## config.mk

```make
export PLATFORM = sky130hd
export DESIGN_NAME = fetch_unit
export DESIGN_NICKNAME = d
export VERILOG_FILES = /design/src/rtl/fetch_pkg.sv /design/src/rtl/fetch_byte_queue.sv /design/src/rtl/fetch_unit.sv
export SDC_FILE = /design/constraint.sdc
export NUM_CORES = 1
export LEC_CHECK = 0
export ABC_AREA = 1
export ABC_CLOCK_PERIOD_IN_PS = 5800
export CORE_ASPECT_RATIO = 0.7
export CORE_UTILIZATION = 52
export CTS_CLUSTER_DIAMETER = 50
export CTS_CLUSTER_SIZE = 8
export DETAILED_ROUTE_END_ITERATION = 8
export PLACE_DENSITY_LB_ADDON = 0.05
export SYNTH_ARGS = -nofsm -noshare
export SYNTH_HDL_FRONTEND = slang
export SYNTH_SLANG_ARGS = --single-unit
```

## constraint.sdc

```tcl
create_clock -name clock -period 5.8 [get_ports clock]
set_clock_uncertainty 0.1 [all_clocks]
set_input_delay 0.58 -clock clock [delete_from_list [all_inputs] [get_ports clock]]
set_output_delay 0.58 -clock clock [all_outputs]
set_load 0.005 [all_outputs]
```

## src/rtl/fetch_pkg.sv

```systemverilog
// ============================================================================
// Module      : fetch_pkg
// Description : Shared types, defaults and the 8051 opcode length table used
//               by the instruction fetch stage.
// Revision    : 1.0 - initial release
// ============================================================================
`default_nettype none

package fetch_pkg;

    // Default program address width
    localparam int c_ADDR_W = 16;

    // Fetch stage control states
    typedef enum logic [0:0] {
        IDLE = 1'b0,
        RUN  = 1'b1
    } fetch_state_t;

    // Standard 8051 instruction length (1..3 bytes) derived from the opcode
    function automatic logic [1:0] instr_length(input logic [7:0] opcode);
        logic [3:0] hi;
        logic [3:0] lo;
        logic [1:0] len;
        hi  = opcode[7:4];
        lo  = opcode[3:0];
        len = 2'd1;
        if (lo >= 4'h8) begin
            // Register (Rn) forms
            case (hi)
                4'h7, 4'h8, 4'hA, 4'hD: len = 2'd2;
                4'hB:                   len = 2'd3;
                default:                len = 2'd1;
            endcase
        end else begin
            case (lo)
                4'h0: begin
                    case (hi)
                        4'h0, 4'hE, 4'hF:       len = 2'd1;
                        4'h1, 4'h2, 4'h3, 4'h9: len = 2'd3;
                        default:                len = 2'd2;
                    endcase
                end
                // AJMP / ACALL page forms
                4'h1: len = 2'd2;
                4'h2: begin
                    case (hi)
                        4'h0, 4'h1:             len = 2'd3;
                        4'h2, 4'h3, 4'hE, 4'hF: len = 2'd1;
                        default:                len = 2'd2;
                    endcase
                end
                4'h3: begin
                    case (hi)
                        4'h4, 4'h5, 4'h6: len = 2'd3;
                        default:          len = 2'd1;
                    endcase
                end
                4'h4: begin
                    case (hi)
                        4'h2, 4'h3, 4'h4, 4'h5, 4'h6, 4'h7, 4'h9: len = 2'd2;
                        4'hB:                                     len = 2'd3;
                        default:                                  len = 2'd1;
                    endcase
                end
                4'h5: begin
                    case (hi)
                        4'h7, 4'h8, 4'hB, 4'hD: len = 2'd3;
                        4'hA:                   len = 2'd1;
                        default:                len = 2'd2;
                    endcase
                end
                // Indirect (@Ri) forms, low nibble 6 and 7
                default: begin
                    case (hi)
                        4'h7, 4'h8, 4'hA: len = 2'd2;
                        4'hB:             len = 2'd3;
                        default:          len = 2'd1;
                    endcase
                end
            endcase
        end
        return len;
    endfunction

endpackage

`default_nettype wire

```

## src/rtl/fetch_byte_queue.sv

```systemverilog
// ============================================================================
// Module      : fetch_byte_queue
// Description : Shift-style byte queue; entry 0 is always the head. Supports
//               one push, a 0..3 byte pop and a flush per cycle, and exposes
//               the occupancy and the three head bytes.
// Revision    : 1.0 - initial release
// ============================================================================
`default_nettype none

module fetch_byte_queue #(
    parameter int DEPTH = 4,
    parameter int CNT_W = $clog2(DEPTH + 1)
) (
    input  logic             i_clk,
    input  logic             i_rst_n,
    input  logic             i_flush,
    input  logic             i_push,
    input  logic [7:0]       i_push_data,
    input  logic             i_pop,
    input  logic [1:0]       i_pop_len,
    output logic [CNT_W-1:0] o_count,
    output logic [7:0]       o_head0,
    output logic [7:0]       o_head1,
    output logic [7:0]       o_head2
);

    logic [7:0]       r_mem      [DEPTH];
    logic [7:0]       w_next_mem [DEPTH];
    logic [7:0]       w_ext      [DEPTH+3];
    logic [CNT_W-1:0] r_count;
    logic [CNT_W-1:0] w_pop_n;
    logic [CNT_W-1:0] w_remain;

    // Shift surviving bytes toward the head and drop the pushed byte at the new tail
    always_comb begin
        w_pop_n  = i_pop ? CNT_W'(i_pop_len) : '0;
        w_remain = r_count - w_pop_n;
        for (int k = 0; k < DEPTH; k++) begin
            w_ext[k] = r_mem[k];
        end
        for (int k = DEPTH; k < DEPTH + 3; k++) begin
            w_ext[k] = 8'h00;
        end
        for (int i = 0; i < DEPTH; i++) begin
            w_next_mem[i] = r_mem[i];
            for (int j = 0; j < 4; j++) begin
                if (w_pop_n == CNT_W'(j)) begin
                    w_next_mem[i] = w_ext[i + j];
                end
            end
            if (i_push && (w_remain == CNT_W'(i))) begin
                w_next_mem[i] = i_push_data;
            end
        end
    end

    // Occupancy and storage update; reset and flush both empty the queue
    always_ff @(posedge i_clk) begin
        if (!i_rst_n || i_flush) begin
            r_count <= '0;
        end else begin
            r_count <= w_remain + CNT_W'(i_push);
        end
        r_mem <= w_next_mem;
    end

    assign o_count = r_count;
    assign o_head0 = r_mem[0];
    assign o_head1 = r_mem[1];
    assign o_head2 = r_mem[2];

endmodule

`default_nettype wire

```

## src/rtl/fetch_unit.sv

```systemverilog
// ============================================================================
// Module      : fetch_unit
// Description : 8051 instruction fetch stage. Reads the program ROM one byte
//               per cycle into a prefetch queue and hands complete 1-3 byte
//               instructions to the decoder over a valid/ready handshake.
//               A redirect flushes the queue and restarts fetch.
//               Build option FETCH_PREFETCH_EN: when defined the queue fills to
//               QDEPTH bytes; otherwise fetch stops once the head instruction
//               is complete. QDEPTH must be at least 3.
// Revision    : 1.0 - initial release
// ============================================================================
`default_nettype none

module fetch_unit
    import fetch_pkg::*;
#(
    parameter int ADDR_W = c_ADDR_W,
    parameter int QDEPTH = 4
) (
    input  logic              clock,
    input  logic              reset,
    output logic              rom_en,
    output logic [ADDR_W-1:0] rom_addr,
    input  logic [7:0]        rom_byte,
    input  logic              redirect_valid,
    input  logic [ADDR_W-1:0] redirect_addr,
    output logic              instr_valid,
    input  logic              instr_ready,
    output logic [7:0]        instr_opcode,
    output logic [7:0]        instr_op1,
    output logic [7:0]        instr_op2,
    output logic [1:0]        instr_len,
    output logic [ADDR_W-1:0] instr_pc
);

    localparam int c_CNT_W = $clog2(QDEPTH + 1);

    fetch_state_t       r_state;
    logic [ADDR_W-1:0]  r_fetch_pc;
    logic [ADDR_W-1:0]  r_head_pc;
    logic [c_CNT_W-1:0] w_count;
    logic [7:0]         w_head0;
    logic [7:0]         w_head1;
    logic [7:0]         w_head2;
    logic [1:0]         w_len;
    logic               w_run;
    logic               w_valid;
    logic               w_rom_en;
    logic               w_xfer;

    assign w_run   = (r_state == RUN);
    assign w_len   = instr_length(w_head0);
    // Length is never zero, so an empty queue is never valid
    assign w_valid = w_run && (int'(w_count) >= int'(w_len));
    assign w_xfer  = w_valid && instr_ready;

`ifdef FETCH_PREFETCH_EN
    assign w_rom_en = w_run && (int'(w_count) < QDEPTH);
`else
    // Head byte is stale when empty, hence the explicit empty term
    assign w_rom_en = w_run && ((w_count == '0) || (int'(w_count) < int'(w_len)));
`endif

    fetch_byte_queue #(
        .DEPTH (QDEPTH),
        .CNT_W (c_CNT_W)
    ) u_queue (
        .i_clk       (clock),
        .i_rst_n     (reset),
        .i_flush     (redirect_valid),
        .i_push      (w_rom_en),
        .i_push_data (rom_byte),
        .i_pop       (w_xfer),
        .i_pop_len   (w_len),
        .o_count     (w_count),
        .o_head0     (w_head0),
        .o_head1     (w_head1),
        .o_head2     (w_head2)
    );

    // Control FSM plus fetch/head address tracking; redirect overrides both
    always_ff @(posedge clock) begin
        if (!reset) begin
            r_state    <= IDLE;
            r_fetch_pc <= '0;
            r_head_pc  <= '0;
        end else begin
            case (r_state)
                IDLE:    r_state <= RUN;
                RUN:     r_state <= RUN;
                default: r_state <= IDLE;
            endcase
            if (redirect_valid) begin
                r_fetch_pc <= redirect_addr;
                r_head_pc  <= redirect_addr;
            end else begin
                if (w_rom_en) begin
                    r_fetch_pc <= r_fetch_pc + 1'b1;
                end
                if (w_xfer) begin
                    r_head_pc <= r_head_pc + ADDR_W'(w_len);
                end
            end
        end
    end

    assign rom_en       = w_rom_en;
    assign rom_addr     = r_fetch_pc;
    assign instr_valid  = w_valid;
    assign instr_opcode = w_valid ? w_head0 : 8'h00;
    assign instr_op1    = (w_valid && (w_len >= 2'd2)) ? w_head1 : 8'h00;
    assign instr_op2    = (w_valid && (w_len == 2'd3)) ? w_head2 : 8'h00;
    assign instr_len    = w_valid ? w_len : 2'd0;
    assign instr_pc     = w_valid ? r_head_pc : '0;

endmodule

`default_nettype wire

```

# Word level (Yosys, flattened, before mapping)

Memory sizes are Yosys's and may differ from the RTL's. A register that Yosys moved wholly into a read port is not among the register bits.
Cells that the tools add are included.

Flip-flop bits (word level): 68
Memory bits (read-only): 32
Input port bits: 28
Output and inout port bits: 60
Word-level logic and storage cells: 109
Memories kept: 1

$add $sub $neg: 4
Magnitude comparators: 4
Equal/unequal tests: 26
Mux-type cells: 36
Reductions and logical operators: 30

Memory list:

| memory           | depth | width | rd ports | clocked after memory_dff | write ports | line            | source |
|---|---|---|---|---|---|---|---|
| (name not given) | 16    | 2     | 1        | 1                        | 0           | fetch_pkg.sv:60 | `case (hi)` |

Operators by type and width:

| kind                    | count |
|---|---|
| $mux W8                 | 19 |
| $mux W16                | 5 |
| $eq A4 B4 Y1 const B    | 7 |
| $eq A4 B3 Y1 const B    | 6 |
| $pmux W2 S2             | 5 |
| $add A16 B1 Y16 const B | 1 |
| $add A16 B2 Y16         | 1 |
| $eq A4 B2 Y1 const B    | 4 |
| $reduce_bool A4 Y1      | 4 |
| $reduce_or A4 Y1        | 4 |
| $eq A3 B2 Y1 const B    | 4 |
| $pmux W2 S6             | 1 |
| $logic_and A1 B1 Y1     | 9 |
| $reduce_or A3 Y1        | 3 |
| $eq A4 B1 Y1 const B    | 2 |
| $logic_not A4 Y1        | 2 |
| $mux W2                 | 4 |
| $eq A3 B1 Y1 const B    | 2 |
| $logic_not A3 Y1        | 2 |
| $ge A4 B4 Y1 const B    | 1 |
| $mux W4                 | 1 |
| $reduce_bool A2 Y1      | 2 |
| $add A3 B1 Y3           | 1 |
| $ge A3 B2 Y1            | 1 |
| other kinds (8)         | 9 |

# Logic depth before layout (Yosys ltp)

Depth after elaboration: 15
Mapped depth: 33
Mapped depth without buffers: 33

# Modules after synthesis

A second synthesis with hierarchy kept.

Cell total of the unflattened synthesis: 782
Area total of the unflattened synthesis: 5188.7 µm²

By module, submodules not included:

| module           | times used | cells an instance | area each (µm²) |
|---|---|---|---|
| fetch_unit       | 1          | 478               | 2778.9 |
| fetch_byte_queue | 1          | 304               | 2409.8 |

# Worst setup path before layout

OpenSTA, ideal clock, no wires.

Kind: register -> register
Start point: register u_queue.r_mem (netlist bit u_queue.o_head0[7])
End point: register u_queue.r_mem (netlist bit u_queue.o_head2[0]), enable pin
Library setup time: 0.329 ns
Arrival time: 3.664 ns
Required time: 5.371 ns
Path slack: 1.707 ns
Stages on the path, launching flop included: 25
Period minus slack after synthesis: 4.093 ns
Path through: edfxtp_1 inv_2 nor2_4 nand2_1 o21ai_2 nor2_1 nand2_1 a21boi_0 nand4_1 nand2_1 nand2_1 nand2_1 inv_1 ha_1 o21ai_1 a21o_1 nand2_2 inv_2 nand2_2 nor2_1 ha_1 fa_1 nor4_1 nor2_1 nand2_1

Longest elaborated chain between the ends: 13

Ends and longest elaborated chain:

| what                                           | line                                              | source |
|---|---|---|
| start: declaration                             | fetch_byte_queue.sv:27                            | `logic [7:0] r_mem [DEPTH];` |
| start signal: assignment                       | fetch_byte_queue.sv:64                            | `r_mem <= w_next_mem;` |
| $eq A4 B4 Y1, or another cell as far along     | fetch_pkg.sv:30, fetch_pkg.sv:67, fetch_pkg.sv:75 |  |
| $reduce_or A4 Y1, or another cell as far along | fetch_pkg.sv:67                                   | `case (hi)` |
| $pmux W2 S2, or another cell as far along      | fetch_pkg.sv:67                                   |  |
| $pmux W2 S6                                    | fetch_pkg.sv:36                                   | `case (lo)` |
| $mux W2 (*)                                    | fetch_pkg.sv:28                                   | `if (lo >= 4'h8) begin` |
| $ge A3 B2 Y1 (*)                               | fetch_unit.sv:54                                  | `assign w_valid = w_run && (int'(w_count) >= int'(w_len));` |
| $logic_and A1 B1 Y1 (*)                        | fetch_unit.sv:54                                  |  |
| named net instr_valid                          | fetch_unit.sv:27                                  | `output logic instr_valid,` |
| $logic_and A1 B1 Y1 (*)                        | fetch_unit.sv:55                                  | `assign w_xfer = w_valid && instr_ready;` |
| $mux W2 (*)                                    | fetch_byte_queue.sv:36                            | `w_pop_n = i_pop ? CNT_W'(i_pop_len) : '0;` |
| $sub A3 B3 Y3                                  | fetch_byte_queue.sv:37                            | `w_remain = r_count - w_pop_n;` |
| $eq A3 B2 Y1                                   | fetch_byte_queue.sv:51                            | `if (i_push && (w_remain == CNT_W'(i))) begin` |
| $logic_and A1 B1 Y1                            | fetch_byte_queue.sv:51                            |  |
| $reduce_bool A4 Y1 (no line) (*)               | --                                                |  |

Mark *: on every way through the listed nets, which the timed path passes. The rest lies on a longest branch.
A chain may end at the register's enable or synchronous reset.

# Worst setup path after layout

Start point: register u_queue.r_mem (netlist bit u_queue.o_head0[7])
End point: register u_queue.r_mem (netlist bit u_queue.o_head2[6]), enable pin

Longest elaborated chain between the ends: 13

Ends and longest elaborated chain:

| what                                           | line |
|---|---|
| $eq A4 B4 Y1, or another cell as far along     | fetch_pkg.sv:30, fetch_pkg.sv:67, fetch_pkg.sv:75 |
| $reduce_or A4 Y1, or another cell as far along | fetch_pkg.sv:67 |
| $pmux W2 S2, or another cell as far along      | fetch_pkg.sv:67 |
| $pmux W2 S6                                    | fetch_pkg.sv:36 |
| $mux W2 (*)                                    | fetch_pkg.sv:28 |
| $ge A3 B2 Y1                                   | fetch_unit.sv:54 |
| $logic_and A1 B1 Y1                            | fetch_unit.sv:54 |
| $logic_and A1 B1 Y1                            | fetch_unit.sv:55 |
| $mux W2                                        | fetch_byte_queue.sv:36 |
| $sub A3 B3 Y3                                  | fetch_byte_queue.sv:37 |
| $eq A3 B2 Y1                                   | fetch_byte_queue.sv:51 |
| $logic_and A1 B1 Y1                            | fetch_byte_queue.sv:51 |
| $reduce_bool A4 Y1 (no line) (*)               | -- |

Every way passes the cells marked *; elsewhere a longest branch is shown, timed or not.

==> key figures <==
Run status
  – Run status: finished, final reports clean

Synthesis
  – Syn Inst Count: 632
  – Largest cells by area after synthesis: edfxtp_1, dfxtp_1, nand2_1, nor2_1, inv_1
  – Synth async-reset ratio: 0
  – Top FF cell, synth: dfxtp_1
  – Post-synth top area share: 0.217
  – Post-Syn Area per Cell: 7.02 um2
  – Number of synthesized register bits: 70
  – Synth unique cells: between 40 and 50
  – Synth Cell Area: 0.00444 mm2
  – Seq/Total Area, Yosys: 0.388
  – Synth warn: 0
  – Leading area contributor after synthesis: edfxtp_1
  – Post-synth EDFFs: 32
  – Net count after synthesis: just under 700

Clock tree
  – Clk buf depth: 2
  – Sink Count: 70
  – Cts hold-fix bufs: 0
  – Clock-pin slew on the worst setup and hold paths: 60 ps
  – Root Buffer Master: clkbuf_16
  – Worst skew pair latency: 330 ps
  – Postcts setup bufs: 0
  – CTS buffer count: 9
  – # resized after CTS: 0
  – CTS tree: yes
  – H-tree level count: 3

Worst setup path
  – WP data required: roughly 5700 ps
  – CP Max Fanout: 27
  – CP Launch Type: register
  – Reg-to-reg slack, setup: 690 ps
  – Largest stage delay on the critical path: 500 ps
  – Worst setup EP type: register
  – Beginning of the critical path: u_queue.o_head0[7]$_DFFE_PN_
  – Critical path arrival: 5010 ps
  – Worst reg2reg startpoint: u_queue.o_head0[7]$_DFFE_PN_
  – Critical Path Most Common Cell: nand2_1
  – Critical path class: reg -> reg
  – CP max-delay cell: edfxtp_1

Global route
  – Met3 usage: 0.0672
  – Met1 Track Usage GR: 0.446
  – Global Route Usage Sum: 0.294
  – Gr busiest metal: met1
  – GR met2 Demand/Resource: 0.413
  – Global-route wire length before repair: 20.2 mm
  – Global route overflow: 0
  – Vias in the first global route: ~4000
  – Largest net degree at the start of global routing: 34
  – Initial antenna violation count: 0

Layout
  – Area Growth Syn to Fin: 27.7%
  – Post-Layout Inst Area: 0.00567 mm2
  – Post-layout net count: 756
  – Layout fillers: between 600 and 700
  – Commonest non-fill, non-tap cells in the layout: nand2_1, nor2_1, inv_1
  – Multi-input gate area: 0.00229 mm2
  – Layout Cells excl Fill: 821
  – Final Util: 0.702
  – Sequential cell area: 0.00172 mm2
  – Commonest non-fill, non-tap cell in the layout: nand2_1
  – Share of cells above drive strength 1: 0.0583
  – Ant. Diodes: 0

Route
  – Initial DRT Pass Iterations: 5
  – Drt drc: 0
  – First DRT Iteration DRCs: between 500 and 600
  – Routed WL: ~13 mm
  – Vias per cell: 5.57
  – Drt wl/cell: ~15 um
  – Final antenna-violating net count: 0
  – Total number of vias: 4572

Placement
  – Post-Place Cells: 805
  – Final RePlAce weighted congestion: about 0.89
  – IO buf count: 87
  – Hpwl dp: 9.72 mm
  – Post-DP Area: approximately 0.0054 mm2

STA
  – Max Slew Vio Count: 0
  – Fmax: 196 MHz
  – Hold Vio Cnt, Final: 0
  – Final worst path period share: 0.881
  – Setup_tns: 0 ps
  – Least-Margin Pin Slew: 805 ps
  – RSZ-0062 raised after global routing: no
  – Normalized max-slew margin: 0.460
  – Final number of setup-violating endpoints: 0
  – Period minus WS final: 5110 ps

Floorplan
  – Core region area: 0.00807 mm2
  – Initial Util: 0.550
  – IO Pins: 88
  – DIE WIDTH: 112 um
  – DIE AREA: 0.00891 mm2
  – Row count: 27
  – Die Y: about 79 um

Pwr
  – Leakage: 0.00237 uW
  – Pwr Density: 613 mW/mm2
  – Tot Pwr: 3470 uW
  – VDD IR max: 0.000364 V

Job
  – Max cap viols: 0

Worst hold path
  – Min-Delay Startpoint: rom_addr[5]$_SDFFE_PN0P_
  – Worst min path class: reg -> reg
## state kept, by name (all words and copies together), names as in the netlist, named ones only
signal           count
u_queue.o_head1      8
r_head_pc           16
u_queue.o_head0      8
u_queue.o_head2      8
u_queue.r_mem        8
u_queue.o_count      3
rom_addr            16
r_state              1
## worst max-delay path: cells and delay by family, from the launching register on
kind	cells	cell delay [ps]
buffers and inverters	5	520
AOI/OAI and AO/OA	3	400
DFF	1	500
xor gates and xnor gates	1	320
and+or+nand+nor	14	2250
adders and majority gates	2	690
## through the flow
stage | worst slack (ps) | hold WS [ps]
6_report | 689 | 408
5_1_grt | 176 | 443
4_1_cts | 782 | 411
3_5_place_dp | 792 | 402
3_3_place_gp | 1010 | 390
2_1_floorplan | 1710 | 370
## cell type report
class                      count  share of cell area
tap                          101              0.0223
multi-input combinational    449               0.403
inverter                      97              0.0642
clock buffer                  10              0.0404
sequential                    70               0.304
timing repair buffer          88               0.155
clock inverter                 6              0.0110
## path summary, 6_finish.rpt
| kind | depth (start not counted) | end |
|---|---|---|
| worst max register to register | 25 | u_queue.o_head2[6]$_DFFE_PP_ |
| worst min-delay path | 2 | rom_addr[5]$_SDFFE_PN0P_ |
| worst min register to register | 2 | rom_addr[5]$_SDFFE_PN0P_ |
| worst max-delay path | 25 | u_queue.o_head2[6]$_DFFE_PP_ |
## routing by layer
layer	up-vias	routed length, um	part of all wire
li1	2236	-	-
met1	2091	6050	0.48
met2	225	5250	0.41
met3	20	1260	0.099
met4	0	164	0.013
met5	-	0	0
## report_power, final
group / switching, uW / internal (uW) / leakage, uW
Clock: 214 / 331 / 0.000134
Sequential: 149 / 830 / 0.000608
Combinational: 1220 / 728 / 0.00163
Total: 1580 / 1890 / 0.00237
## synth_stat cells, types with 7 or more instances
| cell type | instances |
|---|---|
| nand2_1 | 134 |
| nand2_2 | 7 |
| o22ai_1 | 8 |
| clkbuf_1 | 9 |
| dfxtp_1 | 38 |
| inv_2 | 7 |
| o21ai_0 | 49 |
| a31oi_1 | 16 |
| nor3_1 | 7 |
| a21oi_1 | 25 |
| ha_1 | 11 |
| nand3_1 | 33 |
| nand4_1 | 9 |
| inv_1 | 89 |
| xor2_1 | 9 |
| o211ai_1 | 10 |
| edfxtp_1 | 32 |
| nor2_1 | 98 |
## cells by family after synthesis
group / count (synthesis) / synth area share
buffers and inverters: 113 / 0.0967
AOI/OAI and AO/OA: 122 / 0.157
adders and majority gates: 13 / 0.0400
DFF: 70 / 0.388
xor gates and xnor gates: 12 / 0.0237
and+or+nand+nor: 302 / 0.294
(Power assumes the default switching activity.)
